## config.mk

```make
export PLATFORM = sky130hd
export DESIGN_NAME = csr_exec
export DESIGN_NICKNAME = d
export VERILOG_FILES = /design/src/rtl/csr_exec.sv
export SDC_FILE = /design/constraint.sdc
export NUM_CORES = 1
export LEC_CHECK = 0
export BUFFER_PORTS_ARGS = -buffer_cell sky130_fd_sc_hd__buf_2
export CAP_MARGIN = 20
export CORE_MARGIN = 2
export CORE_UTILIZATION = 50
export CTS_CLUSTER_DIAMETER = 40
export DETAILED_ROUTE_END_ITERATION = 6
export GPL_ROUTABILITY_DRIVEN = 0
export GPL_TIMING_DRIVEN = 0
export MAX_ROUTING_LAYER = met4
export PLACE_DENSITY_LB_ADDON = 0.2
export RECOVER_POWER = 25
export SYNTH_ARGS = -nofsm -noshare
export SYNTH_HDL_FRONTEND = slang
export SYNTH_SLANG_ARGS = --single-unit
export TNS_END_PERCENT = 1
```

## constraint.sdc

```tcl
create_clock -name clk_i -period 3.35 [get_ports clk_i]
set_input_delay 0.8375 -clock clk_i [delete_from_list [all_inputs] [get_ports clk_i]]
set_output_delay 0.8375 -clock clk_i [all_outputs]
set_load 0.005 [all_outputs]
```

## src/rtl/csr_exec.sv

```systemverilog
// csr_exec: execute-stage unit for RV32 Zicsr (CSRRW/RS/RC and immediate forms).
// Does an atomic read-modify-write on a small machine CSR set plus the 64-bit
// cycle/instret counters, returns the old value for rd and flags illegal use.
// Ports:
//   clk_i, rst_n_i        clock (rising edge), synchronous active-low reset
//   req_i                 start op, held high by the core until done_o
//   funct3_i, csr_adr_i   instruction fields instr[14:12], instr[31:20]
//   rs1_idx_i, rs1_val_i  rs1 index (zimm for immediate forms) and rs1 value
//   instret_inc_i         one pulse per retired instruction
//   busy_o                op in progress
//   done_o                one-cycle completion pulse
//   illegal_o             valid with done_o: access was illegal
//   rd_val_o              old CSR value, held until the next op reads
module csr_exec #(
  parameter logic [31:0] MTVEC_RESET = 32'h0000_0000
) (
  input  logic        clk_i,
  input  logic        rst_n_i,
  input  logic        req_i,
  input  logic [2:0]  funct3_i,
  input  logic [11:0] csr_adr_i,
  input  logic [4:0]  rs1_idx_i,
  input  logic [31:0] rs1_val_i,
  input  logic        instret_inc_i,
  output logic        busy_o,
  output logic        done_o,
  output logic        illegal_o,
  output logic [31:0] rd_val_o
);

  typedef enum logic [1:0] {S_IDLE, S_READ, S_WRITE, S_DONE} state_e;
  state_e state_q, state_d;

  // latched operation
  logic [1:0]  op_q;
  logic [11:0] adr_q;
  logic [4:0]  idx_q;
  logic [31:0] src_q;

  // architectural state
  logic [63:0] cyc_q, ins_q;
  logic [31:0] mtvec_q, mscratch_q, mepc_q, mcause_q;

  // results carried from READ to WRITE/DONE
  logic [31:0] rd_q, new_q;
  logic        ill_q, we_q;

  // state register
  always_ff @(posedge clk_i) begin
    if (!rst_n_i) state_q <= S_IDLE;
    else          state_q <= state_d;
  end

  // next state
  always_comb begin
    state_d = state_q;
    case (state_q)
      S_IDLE:  if (req_i) state_d = S_READ;
      S_READ:  state_d = S_WRITE;
      S_WRITE: state_d = S_DONE;
      S_DONE:  state_d = S_IDLE;
      default: state_d = S_IDLE;
    endcase
  end

  // outputs
  always_comb begin
    busy_o    = (state_q != S_IDLE);
    done_o    = (state_q == S_DONE);
    illegal_o = (state_q == S_DONE) & ill_q;
  end
  assign rd_val_o = rd_q;

  // CSR read mux and legality, from the latched fields
  logic [31:0] old_v, new_v;
  logic        hit, suppress, ill;

  always_comb begin
    hit   = 1'b1;
    old_v = '0;
    case (adr_q)
      12'hC00, 12'hC01: old_v = cyc_q[31:0];
      12'hC80, 12'hC81: old_v = cyc_q[63:32];
      12'hC02:          old_v = ins_q[31:0];
      12'hC82:          old_v = ins_q[63:32];
      12'h305:          old_v = {mtvec_q[31:2], 2'b00};
      12'h340:          old_v = mscratch_q;
      12'h341:          old_v = {mepc_q[31:2], 2'b00};
      12'h342:          old_v = mcause_q;
      default:          hit   = 1'b0;
    endcase
    // set/clear with rs1=x0 (or zimm=0) is a pure read
    suppress = op_q[1] && (idx_q == 5'd0);
    ill      = !hit || (op_q == 2'b00) || (!suppress && (adr_q[11:10] == 2'b11));
    case (op_q)
      2'b01:   new_v = src_q;
      2'b10:   new_v = old_v | src_q;
      2'b11:   new_v = old_v & ~src_q;
      default: new_v = old_v;
    endcase
  end

  // datapath
  always_ff @(posedge clk_i) begin
    if (!rst_n_i) begin
      op_q       <= '0;
      adr_q      <= '0;
      idx_q      <= '0;
      src_q      <= '0;
      cyc_q      <= '0;
      ins_q      <= '0;
      mtvec_q    <= MTVEC_RESET;
      mscratch_q <= '0;
      mepc_q     <= '0;
      mcause_q   <= '0;
      rd_q       <= '0;
      new_q      <= '0;
      ill_q      <= 1'b0;
      we_q       <= 1'b0;
    end else begin
      // counters are read-only, so nothing else ever writes them
      cyc_q <= cyc_q + 64'd1;
      if (instret_inc_i) ins_q <= ins_q + 64'd1;

      if (state_q == S_IDLE && req_i) begin
        op_q  <= funct3_i[1:0];
        adr_q <= csr_adr_i;
        idx_q <= rs1_idx_i;
        src_q <= funct3_i[2] ? {27'b0, rs1_idx_i} : rs1_val_i;
      end

      if (state_q == S_READ) begin
        rd_q  <= ill ? 32'h0 : old_v;
        ill_q <= ill;
        new_q <= new_v;
        we_q  <= !ill && !suppress;
      end

      if (state_q == S_WRITE && we_q) begin
        case (adr_q)
          12'h305: mtvec_q    <= {new_q[31:2], 2'b00};
          12'h340: mscratch_q <= new_q;
          12'h341: mepc_q     <= {new_q[31:2], 2'b00};
          12'h342: mcause_q   <= new_q;
          default: ;
        endcase
      end
    end
  end

endmodule

```

* Word level (Yosys, flattened, before mapping)
Index checks and enable logic that the tools add are counted.
** Storage, ports and cells
- Bits of input ports :: 56
- Flip-flop bits (word level) :: 371
** Operators by class
- Bitwise operators :: 4
- Add/sub/neg operators :: 2
- Eq/ne operators :: 18
- Reduce and logical (&&, ||, !) cells :: 21
- Muxes and demuxes :: 7
** Operators with widths (count)
- $pmux 32 s8 :: 1
- $add 64x1->64 const B :: 2
- $pmux 32 s3 :: 1
- $eq 12x12->1 const B :: 6
- $mux 32 :: 2
- $eq 12x10->1 const B :: 4
- $and 32x32->32 :: 1
- $not 32->32 :: 1
- $or 32x32->32 :: 1
- $eq 2x2->1 const B :: 5
- $reduce_or 10->1 :: 1
- $pmux 2 s4 :: 1
- $reduce_and 2->1 :: 4
- $logic_and 1x1->1 :: 5
- $logic_not 5->1 :: 1
- $eq 2x1->1 const B :: 2
- $logic_not 2->1 :: 2
- $reduce_or 2->1 :: 2
- $logic_not 1->1 :: 3
- $logic_or 1x1->1 :: 2
- $mux 2 :: 1
- $ne 2x2->1 const B :: 1
- $reduce_bool 2->1 :: 1
- $and 1x1->1 :: 1
- $mux 1 :: 1

* Longest topological paths before layout
Gate-level depths: netlist of the first run.
- Word-level depth :: 8
- Mapped depth :: 9
- Depth with buffers taken out :: 6

* Least setup slack after synthesis of the first run
Ideal clock, no wire load.
- Kind :: in2reg
- Start point :: input port instret_inc_i
- End point :: register ins_q[53]
- Path buffers :: 1
- Stages on the path :: 6
- Arrival time :: 2446 ps
- Slack :: 778 ps
- Library setup time :: 126 ps
- Path through :: clkbuf_1 > nand4_1 > nor4_1 > nand4_1 > o211ai_1 > o31ai_1
** RTL lines
- start, declared :: RTL line 24 : input logic instret_inc_i,
- end signal, assigned :: RTL line 123 : if (instret_inc_i) ins_q <= ins_q + 64'd1;
- end, declared :: RTL line 41 : logic [63:0] cyc_q, ins_q;

* Worst setup path after layout of the first run
- Start point :: input port rst_n_i
- End point :: register mscratch_q[30]
** RTL lines
- start, declared :: RTL line 18 : input logic rst_n_i,
- end signal, assigned :: RTL line 142 : 12'h340: mscratch_q <= new_q;
- end, declared :: RTL line 42 : logic [31:0] mtvec_q, mscratch_q, mepc_q, mcause_q;
No word-level cell between the ends.

==> metrics.cfg, run 1 <==
[status]
status=finished with violations
violations=design-rule violations

[logic_synthesis]
synth_cell_types=66
syn_avg_cell_area_sq_um=8.481
yosysMostFrequentCell=dfxtp_1
post_synth_instance_area_sq_um=17560
yosys_most_used_dff=dfxtp_1
yosys-top-cells-count=dfxtp_1 (371), nand2_1 (252), nor2_1 (213)
synthesis.nets=2133
ys_async_sr_fraction_pct=0
syn_inst=2070
synth-seq-area-share_pct=42.31
yosys-top-cells-area=dfxtp_1 (42%), mux2i_1 (10%), nand2_1 (5.4%)
ys_warn_count=0
synth-edff-count=0
yosysTopAreaCell=dfxtp_1
synth-seq-cells=371
synth_top_cell_area_share_pct=42.31

[worst_setup_path]
crit_fanout=10
r2r_start=adr_q[9]$_SDFFE_PN0P_
crit_path_max_incr_delay_ps=900
critPathSlowestCell=clkbuf_1
crit_type=in2reg
reg2reg_to=new_q[12]$_SDFFE_PN0N_
ff2ff_path_depth=7
crit_top_cell=clkbuf_1
r2r_setup_slack_ps=220
start_kind=primary input
endpoint_kind=flop
required_ps=3790
cp_cell_sequence=clkbuf_1 -> inv_1 -> clkbuf_1 -> clkbuf_1 -> clkbuf_1 -> nor2_1
arrival_ps=3670

[layout]
syn_to_final_growth_pct=15.79
final_util_pct=58.85
final_net_count=2277
final_area_sq_um=20330
drive_gt1_share_pct=8.906
stdcell_count=2713

[timing]
rsz0062_at_grt=false
setup_slack_ps=114.4
slew_violations=0
period_needed_ps=3236
max_freq_mhz=309.1
setup_violations=0
worstMarginPinSlew_ps=1344
finalHoldViolations=0
slew_headroom_pct=9.559
skew_ps=15.08
finalCritPeriodShare_pct=96.59

[place]
placed_cell_area_sq_um=18580
post-place-ws_ps=-101.5
dp_hpwl_um=45290
dp_cells=2615
numPortBuffers=89

[clock_tree]
clock-sinks=371
clk_latency_ps=580
ctsRootBufferMaster=clkbuf_16
clkTransAtPathRegs_ps=60
holdBufCountCts=0
htreeDepth=2
cts_tree=done
clockBufferDepth=3
cts_made_buffers=52

[global_routing]
grt_max_degree=15
antenna_found_initial=1
grtUsageTotal_pct=34.06
grt_pass1_vias=15340
overflow=0
grt_first_pass_wirelength_um=91550

[worst_hold_path]
hold_end=rd_val_o[24]$_SDFFE_PN0N_
hold_path_depth=2
hold_path_class=reg2reg
min_from=rd_val_o[24]$_SDFFE_PN0N_

[floorplan]
initial_utilization_pct=50.82
ios=91
die_area_sq_um=36630
num_rows=68
core_sq_um=34540
die_w_um=191.4
die_y_um=191.4

[route]
routed-via-count=16690
wl_per_cell_um=22.33
drtIter0Drc=1786
drt-total-wl_um=60570
dr.pass1.iters=7
drc_errors=2
ant_nets=0
vias_per_cell=6.152

[power]
powerDensity_nw_per_um2=605.0
p_leak_nw=7.447
p_total_mw=12.30
vdd_drop_max_v=0.0004159

[job]
drv_cap=0

-- worst max path at each step --
stage                               start                           to  slack, ps  depth (start not counted)
finish                            rst_n_i  mscratch_q[30]$_SDFFE_PN0P_        110                          6
global route                      rst_n_i        ins_q[7]$_SDFFE_PN0P_        110                          6
detailed placement                rst_n_i  mscratch_q[30]$_SDFFE_PN0P_       -100                          6
floorplan                   instret_inc_i       ins_q[53]$_SDFFE_PN0P_        780                          6
global placement                  rst_n_i        ins_q[7]$_SDFFE_PN0P_       -110                          6
CTS                 adr_q[7]$_SDFFE_PN0P_       new_q[22]$_SDFFE_PN0N_        260                          7
-- layout by cell type, fill, tap and decap left out, drive strengths merged, types with 42 or more instances in the layout --
cell type  count
nand4         60
clkbuf       204
o21ai         88
mux2i        178
nand3         90
buf           96
nand2        252
nor3          42
xor2          47
dfxtp        371
nor2         213
a21oi        143
-- cells by family after synthesis --
family / synth area share [%]
and+or+nand+nor: 24.65
DFF: 42.31
muxes: 10.47
buffers and inverters: 3.642
AOI/OAI and AO/OA: 15.04
xor gates and xnor gates: 3.392
adders and majority gates: 0.4989
-- worst max-delay path, delay by kind of cell --
| family | cells | cell delay [ps] |
|---|---|---|
| buffers and inverters | 5 | 2690 |
| and+or+nand+nor | 1 | 120 |
-- sequential cells by signal, summed over array words and instances (netlist names), 12 cells and up --
register    flops
mscratch_q     32
new_q          32
mepc_q         30
cyc_q          64
mtvec_q        30
src_q          32
ins_q          64
adr_q          12
mcause_q       32
rd_val_o       32
-- layer usage --
layer / wire length (um) / global-route usage, % / share of wire (%)
met1: 25780 / 46.55 / 43
met3: 6399 / 6.389 / 11
met4: 3217 / 17.01 / 5.3
met5: 0 / - / 0
met2: 25170 / 47.92 / 42
-- repair_timing --
| action | in CTS | in global routing |
|---|---|---|
| setup buffers | 0 | 0 |
| endpoints found under the hold margin | 0 | 0 |
| resized for setup | 0 | 2 |
| endpoints found under the setup margin | 0 | 1 |
-- power breakdown --
part	internal (mW)	total, mW	switching (mW)
registers	4.60	4.88	0.281
logic	0.525	1.67	1.14
clock network	3.57	5.75	2.18
-- layout make-up --
| cell class | instances | area, sq um |
|---|---|---|
| fillers | 3176 | 14210 |
| plain buffers | 142 | 564.3 |
| well taps | 455 | 569.3 |
| clock buffers | 68 | 1463 |
| clock inverters | 29 | 364.1 |
| repair buffers | 90 | 415.4 |
| inverters | 18 | 67.56 |
| diodes | 1 | 2.502 |
| flip-flops and latches | 371 | 7427 |
| multi-input cells | 1539 | 9455 |
-- through the flow --
stage / hold slack (ps) / TNS (ps)
after floorplan: 430.8 / 0
after global placement: 434.2 / -2020
after detailed placement: 438.3 / -1243
after CTS: 451.4 / 0
after global routing: 470.2 / 0
final: 450.5 / 0
Note: power is estimated with default switching activity, not from simulation.
==> inputs of run 2 (changes only) <==
--- a/config.mk
+++ b/config.mk
@@ -14,8 +14,9 @@
 export GPL_ROUTABILITY_DRIVEN = 0
 export GPL_TIMING_DRIVEN = 0
 export MAX_ROUTING_LAYER = met4
-export PLACE_DENSITY_LB_ADDON = 0.2
+export PLACE_DENSITY = 0.69
 export RECOVER_POWER = 25
+export SKIP_CTS_REPAIR_TIMING = 1
 export SYNTH_ARGS = -nofsm -noshare
 export SYNTH_HDL_FRONTEND = slang
 export SYNTH_SLANG_ARGS = --single-unit
==> constraint.sdc (replaced) <==
create_clock -name clk_i -period 2.8 [get_ports clk_i]
set_input_delay 0.7 -clock clk_i [delete_from_list [all_inputs] [get_ports clk_i]]
set_output_delay 0.7 -clock clk_i [all_outputs]
set_load 0.005 [all_outputs]
==> metrics.cfg, run 2 (synthesized netlist as in run 1, its figures left out) <==
[global_routing]
grt_first_pass_wirelength_um=90240
grt_pass1_vias=15350
grt_max_degree=14
antenna_found_initial=2
grtUsageTotal_pct=33.21
overflow=0

[worst_setup_path]
start_kind=flop
crit_path_max_incr_delay_ps=500
cp_cell_sequence=nor4bb_1 -> clkbuf_1 -> nand3_1 -> clkbuf_1 -> o22ai_1 -> a2111oi_0 -> o21ai_0
required_ps=3290
path_buf_inv=2
reg2reg_to=new_q[17]$_SDFFE_PN0N_
crit_fanout=10
r2r_start=adr_q[10]$_SDFFE_PN0P_
arrival_ps=3340
critical_path.startpoint=adr_q[10]$_SDFFE_PN0P_
crit_top_cell=clkbuf_1
cp-endpoint=new_q[17]$_SDFFE_PN0N_
ff2ff_path_depth=7
endpoint_kind=flop
r2r_setup_slack_ps=-40
cp.depth=7
critPathTopFamily=compound AO/OA/AOI/OAI gates
crit_type=reg2reg
critPathSlowestCell=o22ai_1

[timing]
rsz0062_at_grt=true
slew_headroom_pct=38.88
worstMarginPinSlew_ps=893.6
max_freq_mhz=351.5
setup_slack_ps=-44.94
setup_violations=12
slew_violations=0
finalHoldViolations=0
skew_ps=18.15
period_needed_ps=2845
finalCritPeriodShare_pct=101.6

[layout]
stdcell_count=2707
drive_gt1_share_pct=9.600
final_cell_mix=dfxtp_1 (371), nand2_1 (252), nor2_1 (213)
final_net_count=2275
reg_top3=cyc_q: 64 flops, ins_q: 64 flops
layout_commonest_cell=dfxtp_1
final_util_pct=58.72
n_fill_cell=3129
syn_to_final_growth_pct=15.54

[clock_tree]
htreeDepth=2
clk_latency_ps=560
clockBufferDepth=3
clock-sinks=371
cts_made_buffers=49
cts_tree=done
clkTransAtPathRegs_ps=60
ctsRootBufferMaster=clkbuf_16

[route]
dr.pass1.iters=7
routed-via-count=16780
ant_nets=0
drc_errors=0
vias_per_cell=6.200
wl_per_cell_um=22.04
drt-total-wl_um=59670
drtIter0Drc=1912

[power]
vdd_drop_max_v=0.0004979
p_total_mw=14.18
p_leak_nw=7.442
powerDensity_nw_per_um2=699.1

[place]
post-place-ws_ps=-567.6
numPortBuffers=89
dp_hpwl_um=45130
dp_cells=2616

[job]
drv_cap=0

[worst_hold_path]
hold_path_class=in2reg

[floorplan]
initial_utilization_pct=50.82
die_w_um=191.4
core_sq_um=34540
num_rows=68
die_area_sq_um=36630
ios=91
die_y_um=191.4

[status]
status=finished with violations
violations=negative setup slack

[run 2: cell types whose count changed in the layout (fill, tap and decap cells not counted), sizes merged]
cell	change
diode	+1
buf	+1
inv	+4
clkbuf	-9
bufinv	-2
clkinv	-1
[run 2: per-stage QoR]
stage | cell area, sq um | hold WS [ps] | TNS (ps)
floorplan | 17560 | 430.8 | 0
global placement | 18570 | 435.9 | -80640
detailed placement | 18580 | 437.9 | -69260
CTS | 20250 | 372.6 | -2366
global route | 20280 | 389.0 | -1621
finish | 20280 | 388.4 | -215.1
[run 2: how the worst min path moves through the flow]
stage                                    from                         to  depth (start not counted)
global route                    csr_adr_i[11]     adr_q[11]$_SDFFE_PN0P_                          3
detailed placement  rd_val_o[21]$_SDFFE_PN0N_  rd_val_o[21]$_SDFFE_PN0N_                          2
finish                           csr_adr_i[5]      adr_q[5]$_SDFFE_PN0P_                          3
global placement    rd_val_o[22]$_SDFFE_PN0N_  rd_val_o[22]$_SDFFE_PN0N_                          2
floorplan               idx_q[3]$_SDFFE_PN0P_      idx_q[3]$_SDFFE_PN0P_                          2
CTS                             csr_adr_i[11]     adr_q[11]$_SDFFE_PN0P_                          3
[run 2: power breakdown]
part / switching, mW / leakage [nW] / internal (mW)
clock: 2.50 / 0.819 / 3.85
sequential: 0.336 / 3.00 / 5.50
combinational: 1.36 / 3.63 / 0.637
[run 2: layer usage]
layer	global-route usage (%)	vias to the layer above	wire length, um
li1	-	7755	-
met1	45.52	8027	25370
met2	47.64	843	25050
met3	5.324	158	6145
met4	15.80	0	3112
met5	-	-	0
[run 2: layout make-up]
cell class              count  area, sq um  share of cell area, %
clock buffers              59         1345                  6.631
inverters                  18        67.56                 0.3331
clock inverters            30        321.6                  1.585
repair buffers             91        424.2                  2.091
flip-flops and latches    371         7427                  36.61
multi-input cells        1539         9544                  47.05
well taps                 455        569.3                  2.807
plain buffers             142        580.6                  2.862
diodes                      2        5.005                0.02467
[run 2: worst reg2reg max path, delay by kind of cell, from the launching register on]
| kind | cells | cell delay [ps] |
|---|---|---|
| AOI/OAI and AO/OA | 3 | 820 |
| buffers and inverters | 2 | 800 |
| and+or+nand+nor | 2 | 710 |
| DFF | 1 | 430 |
==> inputs of run 3 (changes only) <==
--- a/config.mk
+++ b/config.mk
@@ -7,14 +7,16 @@
 export LEC_CHECK = 0
 export BUFFER_PORTS_ARGS = -buffer_cell sky130_fd_sc_hd__buf_2
 export CAP_MARGIN = 20
+export CORE_ASPECT_RATIO = 1.5
 export CORE_MARGIN = 2
-export CORE_UTILIZATION = 50
+export CORE_UTILIZATION = 55
+export CTS_BUF_LIST = sky130_fd_sc_hd__clkbuf_8
 export CTS_CLUSTER_DIAMETER = 40
 export DETAILED_ROUTE_END_ITERATION = 6
 export GPL_ROUTABILITY_DRIVEN = 0
 export GPL_TIMING_DRIVEN = 0
 export MAX_ROUTING_LAYER = met4
-export PLACE_DENSITY = 0.69
+export PLACE_DENSITY = 0.75
 export RECOVER_POWER = 25
 export SKIP_CTS_REPAIR_TIMING = 1
 export SYNTH_ARGS = -nofsm -noshare
==> metrics.cfg, run 3 (synthesized netlist as in run 1, its figures left out) <==
[clock_tree]
ctsRootBufferMaster=clkbuf_8
clockBufferDepth=3
clock-sinks=371
htreeDepth=2
clk_latency_ps=640
cts_tree=done
cts_made_buffers=55
clkTransAtPathRegs_ps=70

[power]
vdd_drop_max_v=0.0004239
p_total_mw=12.44
powerDensity_nw_per_um2=632.2
p_leak_nw=7.336

[status]
status=finished with violations
violations=design-rule violations, negative setup slack

[route]
drt-total-wl_um=60700
dr.pass1.iters=7
vias_per_cell=6.378
drtIter0Drc=1707
ant_nets=0
wl_per_cell_um=22.69
drc_errors=6
routed-via-count=17060

[job]
drv_cap=0

[timing]
period_needed_ps=2867
max_freq_mhz=348.8
finalHoldViolations=0
slew_headroom_pct=26.98
hold_ws_ps=332.7
setup_slack_ps=-66.65
finalCritPeriodShare_pct=102.4
slew_violations=0
worstMarginPinSlew_ps=1068
rsz0062_at_grt=true
final.setup.tns_ps=-96.18
skew_ps=35.99
setup_violations=2

[floorplan]
die_y_um=222.8
core_sq_um=31630
ios=91
die_w_um=149.9
die_area_sq_um=33390
num_rows=80
initial_utilization_pct=55.50

[layout]
final_cell_mix=dfxtp_1 (371), nand2_1 (252), nor2_1 (213)
reg_top3=cyc_q: 64 flops, ins_q: 64 flops
final_net_count=2280
final_area_sq_um=19680
drive_gt1_share_pct=9.558
n_fill_cell=2832
layout_commonest_cell=dfxtp_1
stdcell_count=2675
syn_to_final_growth_pct=12.10
final_util_pct=62.22

[place]
numPortBuffers=89
placed_cell_area_sq_um=18520
dp_hpwl_um=45780
post-place-ws_ps=-540.8
dp_cells=2570

[worst_setup_path]
required_ps=3260
crit_type=reg2reg
start_kind=flop
cp_cell_sequence=nor4bb_4 -> buf_2 -> nand3_1 -> clkbuf_1 -> a21oi_1 -> a2111oi_0 -> a31oi_1
crit_fanout=10
arrival_ps=3320
endpoint_kind=flop
crit_path_max_incr_delay_ps=900
critPathSlowestCell=a2111oi_0

[global_routing]
grtUsageTotal_pct=36.73
grt_first_pass_wirelength_um=90860
grt_max_degree=14
antenna_found_initial=4
grt_pass1_vias=16200
overflow=0

[worst_hold_path]
hold_path_class=in2reg

-- run 3: changes by cell type in the layout (fill, tap and decap cells not counted), sizes merged --
cell | previous run | this run
buf | 97 | 109
bufinv | 4 | 2
clkbuf | 195 | 192
clkinv | 10 | 6
clkinvlp | 4 | 1
diode | 2 | 5
inv | 30 | 40
-- run 3: routing by layer --
layer  vias to the layer above  wire length (um)  global-route usage, %  part of all wire, %
li1                       7733                 -                      -                    -
met1                      8011             21180                  38.53                   35
met2                       939             28220                  58.34                   46
met3                       378              5206                  8.275                  8.6
met4                         0              6089                  30.01                   10
met5                         -                 0                      -                    0
-- run 3: area by class of cell --
| type | instances | area [sq um] | share of cell area [%] |
|---|---|---|---|
| Antenna cell | 5 | 12.51 | 0.06358 |
| Buffer | 142 | 579.3 | 2.944 |
| Clock buffer | 69 | 949.7 | 4.825 |
| Clock inverter | 31 | 183.9 | 0.9346 |
| Inverter | 18 | 67.56 | 0.3433 |
| Multi-Input combinational cell | 1539 | 9512 | 48.33 |
| Sequential cell | 371 | 7427 | 37.74 |
| Tap cell | 410 | 513.0 | 2.607 |
| Timing Repair Buffer | 90 | 435.4 | 2.212 |
-- run 3: report_power, final --
group | leakage (nW) | internal (mW) | switching (mW)
clock network | 0.665 | 2.40 | 2.15
logic | 3.67 | 0.640 | 1.47
registers | 3.00 | 5.49 | 0.290
-- run 3: worst max-delay path, delay by kind of cell, from the launching register on --
kind,cells,cell delay (ps)
and+or+nand+nor,2,400
buffers and inverters,2,660
AOI/OAI and AO/OA,3,1180
DFF,1,460
-- run 3: final timing paths --
kind                                   from                   endpoint  slack (ps)  depth (start not counted)
hold / removal                 csr_adr_i[1]      adr_q[1]$_SDFFE_PN0P_         330                          3
setup / recovery     adr_q[10]$_SDFFE_PN0P_     new_q[25]$_SDFFE_PN0N_         -70                          7
hold reg to reg   rd_val_o[24]$_SDFFE_PN0N_  rd_val_o[24]$_SDFFE_PN0N_         450                          2
setup reg to reg     adr_q[10]$_SDFFE_PN0P_     new_q[25]$_SDFFE_PN0N_         -70                          7
